==> src/rtl/i2c_pkg.sv <==
// Shared definitions for the I2C controller APB command sequencer.
// Op encodings, FSM states and APB bus widths.
package i2c_pkg;

    localparam int APB_AW = 32;
    localparam int APB_DW = 32;

    typedef enum logic [1:0] {
        OP_WR   = 2'b00,
        OP_RD   = 2'b01,
        OP_POLL = 2'b10,
        OP_RSVD = 2'b11
    } op_e;

    typedef enum logic [2:0] {
        S_IDLE,
        S_SETUP,
        S_ACCESS,
        S_GAP,
        S_RSP
    } state_e;

    function automatic logic poll_hit(
        input logic [APB_DW-1:0] data,
        input logic [APB_DW-1:0] expv,
        input logic [APB_DW-1:0] mask
    );
        return ((data ^ expv) & mask) == '0;
    endfunction

endpackage

==> src/rtl/i2c_apb_seq.sv <==
// APB master sequencer: runs one write/read/poll command at a time
// against the I2C controller's APB slave and returns one response.
module i2c_apb_seq
    import i2c_pkg::*;
#(
    parameter int POLL_GAP    = 4,
    parameter int MAX_POLLS   = 1024,
    parameter int ACC_TIMEOUT = 256
) (
    input  logic              clk,
    input  logic              rst,
    input  logic              req_valid,
    output logic              req_ready,
    input  logic [1:0]        req_op,
    input  logic [APB_AW-1:0] req_addr,
    input  logic [APB_DW-1:0] req_wdata,
    input  logic [APB_DW-1:0] req_mask,
    output logic              rsp_valid,
    input  logic              rsp_ready,
    output logic [APB_DW-1:0] rsp_rdata,
    output logic              rsp_err,
    output logic              apb_sel,
    output logic              apb_en,
    output logic              apb_write,
    input  logic              apb_ready,
    output logic [APB_AW-1:0] apb_addr,
    output logic [APB_DW-1:0] apb_wdata,
    input  logic [APB_DW-1:0] apb_rdata
);

    localparam int PW = $clog2(MAX_POLLS) + 1;
    localparam int AW = $clog2(ACC_TIMEOUT) + 1;
    localparam int GW = $clog2(POLL_GAP) + 1;

    localparam logic [PW-1:0] POLL_LAST = PW'(MAX_POLLS - 1);
    localparam logic [AW-1:0] ACC_LAST  = AW'(ACC_TIMEOUT - 1);
    localparam logic [GW-1:0] GAP_LAST  = GW'(POLL_GAP - 1);

    state_e            state;
    op_e               op_q;
    logic [APB_DW-1:0] mask_q;
    logic [PW-1:0]     poll_cnt;
    logic [AW-1:0]     acc_cnt;
    logic [GW-1:0]     gap_cnt;
    logic              hit;

    assign hit = poll_hit(apb_rdata, apb_wdata, mask_q);

    always_ff @(posedge clk) begin
        if (rst) begin
            state     <= S_IDLE;
            op_q      <= OP_WR;
            mask_q    <= '0;
            poll_cnt  <= '0;
            acc_cnt   <= '0;
            gap_cnt   <= '0;
            req_ready <= 1'b0;
            rsp_valid <= 1'b0;
            rsp_rdata <= '0;
            rsp_err   <= 1'b0;
            apb_sel   <= 1'b0;
            apb_en    <= 1'b0;
            apb_write <= 1'b0;
            apb_addr  <= '0;
            apb_wdata <= '0;
        end else begin
            unique case (state)
                S_IDLE: begin
                    req_ready <= 1'b1;
                    if (req_valid && req_ready) begin
                        req_ready <= 1'b0;
                        op_q      <= op_e'(req_op);
                        mask_q    <= req_mask;
                        apb_addr  <= req_addr;
                        apb_wdata <= req_wdata;
                        poll_cnt  <= '0;
                        if (op_e'(req_op) == OP_RSVD) begin
                            rsp_valid <= 1'b1;
                            rsp_rdata <= '0;
                            rsp_err   <= 1'b1;
                            state     <= S_RSP;
                        end else begin
                            apb_sel   <= 1'b1;
                            apb_write <= (op_e'(req_op) == OP_WR);
                            state     <= S_SETUP;
                        end
                    end
                end
                S_SETUP: begin
                    apb_en  <= 1'b1;
                    acc_cnt <= '0;
                    state   <= S_ACCESS;
                end
                S_ACCESS: begin
                    acc_cnt <= acc_cnt + 1'b1;
                    if (apb_ready) begin
                        apb_sel <= 1'b0;
                        apb_en  <= 1'b0;
                        if (op_q == OP_POLL && !hit && poll_cnt != POLL_LAST) begin
                            poll_cnt <= poll_cnt + 1'b1;
                            gap_cnt  <= '0;
                            state    <= S_GAP;
                        end else begin
                            rsp_valid <= 1'b1;
                            rsp_rdata <= (op_q == OP_WR) ? '0 : apb_rdata;
                            rsp_err   <= (op_q == OP_POLL) && !hit;
                            state     <= S_RSP;
                        end
                    end else if (acc_cnt == ACC_LAST) begin
                        // slave never answered: abort the access
                        apb_sel   <= 1'b0;
                        apb_en    <= 1'b0;
                        rsp_valid <= 1'b1;
                        rsp_rdata <= '0;
                        rsp_err   <= 1'b1;
                        state     <= S_RSP;
                    end
                end
                S_GAP: begin
                    gap_cnt <= gap_cnt + 1'b1;
                    if (gap_cnt == GAP_LAST) begin
                        apb_sel <= 1'b1;
                        state   <= S_SETUP;
                    end
                end
                S_RSP: begin
                    if (rsp_ready) begin
                        rsp_valid <= 1'b0;
                        req_ready <= 1'b1;
                        state     <= S_IDLE;
                    end
                end
                default: state <= S_IDLE;
            endcase
        end
    end

endmodule

==> config.mk <==
export PLATFORM = sky130hd
export DESIGN_NAME = i2c_apb_seq
export DESIGN_NICKNAME = d
export VERILOG_FILES = /design/src/rtl/i2c_pkg.sv /design/src/rtl/i2c_apb_seq.sv
export SDC_FILE = /design/constraint.sdc
export NUM_CORES = 1
export LEC_CHECK = 0
export ABC_AREA = 1
export CAP_MARGIN = 20
export CELL_PAD_IN_SITES_DETAIL_PLACEMENT = 1
export CELL_PAD_IN_SITES_GLOBAL_PLACEMENT = 2
export CORE_AREA = 5 5 175 177
export DETAILED_ROUTE_END_ITERATION = 10
export DIE_AREA = 0 0 180 182
export PLACE_DENSITY_LB_ADDON = 0.25
export SYNTH_ARGS = -nofsm -noshare
export SYNTH_HDL_FRONTEND = slang
export SYNTH_SLANG_ARGS = --single-unit
==> constraint.sdc <==
create_clock -name clk -period 3.7 [get_ports clk]
set_input_delay 0.74 -clock clk [delete_from_list [all_inputs] [get_ports clk]]
set_output_delay 0.74 -clock clk [all_outputs]
set_load 0.1 [all_outputs]
==> results of run 1 <==
cell type report:
cell class / count / area (µm²)
fill: 3569 / 18400
multi-input combinational: 727 / 3280
sequential: 162 / 3240
timing repair buffer: 253 / 2510
inverter: 158 / 598
tap: 390 / 488
clock buffer: 19 / 433
clock inverter: 13 / 151
antenna: 1 / 2.50
path summary, 6_finish.rpt:
check                           depth (start not counted)  slack (ns)                    endpoint
worst min register to register                          2        0.45      rsp_valid$_SDFFE_PP0P_
worst max-delay path                                    1        0.93               apb_wdata[21]
worst min-delay path                                    2        0.45      rsp_valid$_SDFFE_PP0P_
worst max register to register                         18        0.97  rsp_rdata[13]$_SDFFE_PP0P_
flip-flops by register name, summed over array words and instances, names as in the netlist:
signal and count:
apb_en 1, apb_sel 1, apb_write 1, apb_wdata 32, gap_cnt 3, op_q 2
apb_addr 32, rsp_err 1, mask_q 32, state 3, acc_cnt 9, req_ready 1
poll_cnt 11, rsp_valid 1, rsp_rdata 32
metal layers:
layer	up-vias	part of all wire, %	wire length [µm]	global-route usage, %
li1	3882	-	-	-
met1	3669	45	12900	21.3
met2	161	48	13900	30.4
met3	26	5.6	1630	5.31
met4	4	1.5	429	4.45
met5	-	0.073	21	0
cell families after synthesis:
family	after synthesis	synth area share (%)
fa+ha+maj	5	0.850
xor+xnor	6	0.714
simple gates	537	30.1
buf+inv	212	11.5
flops	162	44.1
compound gates	179	12.8
power groups by stage:
stage	Combinational, mW	Sequential (mW)	Clock (mW)
finish	5.39	2.55	1.82
global route	5.76	2.62	1.95
floorplan	1.50	5.02	0
CTS	5.46	2.55	1.89
detailed placement	5.44	2.58	0
global placement	5.42	2.58	0
cells in the mapped netlist (4+ instances only):
cell	count	area (µm²)
nor2_1	222	833
nand2_1	218	818
dfxtp_1	162	3240
inv_1	149	559
o21ai_0	102	510
a21oi_1	58	290
nand3_1	49	245
clkbuf_1	29	109
nand4_1	25	156
buf_2	17	85.1
inv_2	9	33.8
nor3_1	7	35.0
ha_1	5	62.6
buf_1	4	15.0
buf_6	4	45.0
o21ai_1	4	20.0
stage by stage:
stage | cell area, µm² | util [%] | total power [mW]
floorplan | 7360 | - | 6.52
global placement | 10100 | 34.8 | 8.00
detailed placement | 10100 | 34.8 | 8.03
CTS | 10700 | 36.8 | 9.91
global route | 10700 | 36.8 | 10.3
finish | 10700 | 36.8 | 9.75
==> metrics.txt, run 1 <==
Nets=1459; slew margin rel.=28.6%; final setup TNS=0 ns; share of layout cells above drive strength 1=6.01%; cell area power density=911 nW/µm²; Top Family by Delay on Critical Path=buffers and inverters; Worst EP arrival=2.03 ns; clk buf depth=2; Top Ports=237; drt total wl=28.9 mm; syn_nets=1241; gr usage total=17.5%; vias in the first global route=8127; area grow syn2layout=45.5%; DP Worst Slack=0.524 ns; Reg clk slew, reported paths=0.07 ns; Critical Path Sink Type=output pin; Seq pwr share=26.1%; max incr delay on CP=1.19 ns; worst-path maximum fanout=4; Mapped Area=7360 µm²; Final setup viols=0; commonest non-fill, non-tap cell in the layout=clkdlybuf4s50_1; antenna violations before repair=3; clk root buf=clkbuf_16; total grt overflow=0; Post-CTS Setup Bufs=0; period utilization=74.8%; WL/cell=16.8 µm; final cell count without fillers=1723; PostCTS Resize Cnt=0; Setup Skew=0.0170 ns; P_int=4.49 mW; measured slew at the worst slew-check pin=1.07 ns; GP Congestion=0.784; Max IR drop VDD=333 µV; Buf/Inv on CP=1; Max Cap Viol=0; via count=7742; commonest non-fill, non-tap cells in the layout=clkdlybuf4s50_1 (229), nor2_1 (222), nand2_1 (218); Synthesis Warnings=0; DRT Pass-1 Iters=4; Initial Utilization=25.3%; Vias per Instance=4.49; TritonCTS clock tree=built; LEAKAGE=4.47 nW; Async S/R FF share, synth=0%; max-slew violations=0; Syn Inst Count=1101; critical path class=reg2out; worst-path cell with the longest stage delay=clkdlybuf4s50_1; Sw Ratio=54.0%; Switch Pwr=5.26 mW; Crit path required time=2.96 ns; critical-path cell list=clkdlybuf4s50_1; post-synth cell types=37; flops & latches, synth=162; DR DRC count=0; die area=32800 µm²; CP Launch Point=apb_wdata[21]$_SDFFE_PP0P_; largest net degree at the start of global routing=91; CTS H-tree lvls=4; Primary FF master, synth=dfxtp_1; worst hold margin=0.454 ns; Post-synth EDFFs=0; DP HPWL=20.9 mm; RSZ-0062 raised after global routing=false; first-pass GRT wire length=45.5 mm; HP Start=rsp_valid$_SDFFE_PP0P_; DR iter-0 viols=325; Peak Freq=0.361 GHz; DIE WIDTH=180 µm; status=completed; cts-stage hold buffer count=0; ANT nets after route=0; crit path time final=2.77 ns; Startpoint Class=register; Hold/Removal Path Class=reg2reg; CTS Sinks=162; row count=63; Core Box Area=29100 µm²; Port Buffers=236; Placed Cells=1690; final hold viol count=0; reg-to-reg critical path startpoint=acc_cnt[0]$_SDFFE_PP0P_; Comb pwr share=55.2%; synthesized area per cell=6.68 µm²; clock network power share=18.7%; Inserted Clock Buffers=17; worst setup margin=0.932 ns; worst skew pair latency=0.44 ns; post-synthesis sequential area ratio=44.1%; die height=182 µm
Note: power is estimated with default switching activity, not from simulation.
==> run 2, diff against run 1 <==
--- a/config.mk
+++ b/config.mk
@@ -9,9 +9,9 @@
 export CAP_MARGIN = 20
 export CELL_PAD_IN_SITES_DETAIL_PLACEMENT = 1
 export CELL_PAD_IN_SITES_GLOBAL_PLACEMENT = 2
-export CORE_AREA = 5 5 175 177
+export CORE_AREA = 5 5 182 184
 export DETAILED_ROUTE_END_ITERATION = 10
-export DIE_AREA = 0 0 180 182
+export DIE_AREA = 0 0 187 189
 export PLACE_DENSITY_LB_ADDON = 0.25
 export SYNTH_ARGS = -nofsm -noshare
 export SYNTH_HDL_FRONTEND = slang
==> constraint.sdc (replaced) <==
create_clock -name clk -period 2.7 [get_ports clk]
set_input_delay 0.54 -clock clk [delete_from_list [all_inputs] [get_ports clk]]
set_output_delay 0.54 -clock clk [all_outputs]
set_load 0.1 [all_outputs]
==> metrics.txt, run 2 (synthesized netlist as in run 1, its figures left out) <==
filler cell count=3907 (was 3569); ANT nets after route=0 (unchanged); Max Cap Viol=0 (unchanged); Placed Cells=1710 (was 1690); Nets=1467 (was 1459); commonest non-fill, non-tap cells in the layout=nor2_1 (221), nand2_1 (218), dfxtp_1 (160) (was clkdlybuf4s50_1 (229), nor2_1 (222), nand2_1 (218)); TritonCTS clock tree=built (unchanged); Top Family by Delay on Critical Path=simple AND/OR/NAND/NOR gates (was buffers and inverters); area grow syn2layout=44.3% (was 45.5%); Final setup viols=0 (unchanged); max incr delay on CP=0.35 ns (was 1.19 ns); Startpoint Class=register (unchanged); share of layout cells above drive strength 1=14.0% (was 6.01%); final setup TNS=0 ns (unchanged); clk buf depth=2 (unchanged); Peak Freq=0.418 GHz; DR iter-0 viols=242 (was 325); die height=189 µm (was 182 µm); first-pass GRT wire length=45.9 mm (was 45.5 mm); CTS Sinks=162 (unchanged); multi-input logic area=3290 µm² (was 3280 µm²); Inserted Clock Buffers=17 (unchanged); FF-to-FF path depth=19 (was 18); DR DRC count=0 (unchanged); critical path class=reg2reg (was reg2out); Hold/Removal Path Class=reg2reg (unchanged); crit path time final=2.39 ns; cts-stage hold buffer count=0 (unchanged); DRT Pass-1 Iters=4 (unchanged); worst-path cell with the longest stage delay=dfxtp_2 (was clkdlybuf4s50_1); final hold viol count=0 (unchanged); worst skew pair latency=0.43 ns (was 0.44 ns); row count=65 (was 63); DIE WIDTH=187 µm (was 180 µm); cell area power density=1260 nW/µm² (was 911 nW/µm²); total grt overflow=0 (unchanged); gr usage total=16.5% (was 17.5%); FF+latch area=3250 µm² (was 3240 µm²); Top Ports=237 (unchanged); Port Buffers=236 (unchanged); RSZ-0062 raised after global routing=false (unchanged); drt total wl=29.1 mm (was 28.9 mm); Crit path required time=3.07 ns (was 2.96 ns); status=completed (unchanged); Vias per Instance=4.39 (was 4.49); CTS H-tree lvls=4 (unchanged); Reg clk slew, reported paths=0.07 ns (about the same); GP Congestion=0.773 (was 0.784); measured slew at the worst slew-check pin=0.657 ns (was 1.07 ns); largest net degree at the start of global routing=68 (was 91); worst-path maximum fanout=20 (was 4); Buf/Inv on CP=7 (was 1); WL/cell=16.7 µm (was 16.8 µm); vias in the first global route=8167 (was 8127); die area=35300 µm² (was 32800 µm²); via count=7646 (was 7742); Setup Skew=0.0129 ns (was 0.0170 ns); Initial Utilization=23.6% (was 25.3%); Hold Crit Depth=1 (was 2); Max IR drop VDD=637 µV (was 333 µV); commonest non-fill, non-tap cell in the layout=nor2_1 (was clkdlybuf4s50_1); slew margin rel.=56.2% (was 28.6%); critical-path cell list=ha_1 > inv_1 > nor3_1 > inv_1 > nor2_1 > inv_1 > nor2_2 > nand2_1 > nor2_1 > ha_1 > inv_1 > a21oi_2 > inv_1 > o21ai_4 > nand3_4 > buf_12 > nand2_1 > inv_1 > nor2_1 (was clkdlybuf4s50_1); final cell count without fillers=1743 (was 1723); period utilization=88.7%; Core Box Area=31200 µm² (was 29100 µm²); CP Depth=19 (was 1); DP HPWL=21.8 mm (was 20.9 mm); overall power=13.4 mW (was 9.75 mW); Critical Path Sink Type=register (was output pin); Post-CTS Setup Bufs=0 (unchanged); antenna violations before repair=3 (unchanged); max-slew violations=0 (unchanged); Worst EP arrival=2.76 ns (was 2.03 ns); LEAKAGE=4.72 nW (was 4.47 nW); clk root buf=clkbuf_16 (unchanged); most used cell, CP=inv_1
[run 2: path summary, 6_finish.rpt]
kind | from | endpoint | slack, ns
worst max-delay path | acc_cnt[0]$_SDFFE_PP0P_ | rsp_rdata[21]$_SDFFE_PP0P_ | 0.31
worst max register to register | acc_cnt[0]$_SDFFE_PP0P_ | rsp_rdata[21]$_SDFFE_PP0P_ | 0.31
worst min register to register | acc_cnt[0]$_SDFFE_PP0P_ | acc_cnt[0]$_SDFFE_PP0P_ | 0.45
worst min-delay path | acc_cnt[0]$_SDFFE_PP0P_ | acc_cnt[0]$_SDFFE_PP0P_ | 0.45
[run 2: per-stage QoR]
stage	util (%)	setup WS (ns)	hold slack, ns	area (µm²)
after floorplan	-	0.509	0.430	7360
after global placement	32.1	0.0738	0.447	10000
after detailed placement	32.1	0.0113	0.445	10000
after CTS	34.0	0.191	0.457	10600
after global routing	34.0	0.0154	0.480	10600
final	34.0	0.306	0.449	10600
[run 2: cell type report]
type,count,share of cell area (%)
multi-input cells,727,31.0
flip-flops and latches,162,30.6
repair buffers,261,22.5
inverters,158,5.63
well taps,402,4.74
clock buffers,18,4.14
clock inverters,14,1.44
diodes,1,0.0236
[run 2: power by group]
part | switching, mW | total, mW | internal (mW)
combinational | 5.69 | 7.36 | 1.67
clock | 1.11 | 2.51 | 1.40
sequential | 0.458 | 3.52 | 3.06
[run 2: repair_timing]
| item | in CTS | in global routing |
|---|---|---|
| hold endpoints to repair | 0 | 0 |
| setup endpoints to repair | 0 | 32 |
| gates resized for setup | 0 | 4 |
[run 2: metal layers]
layer  up-vias  GRT usage (%)  share of wire, %
met2       175           28.9                48
met4         4           4.10               1.3
met1      3547           20.0                45
met5         -              0             0.093
li1       3896              -                 -
met3        24           4.70               6.0
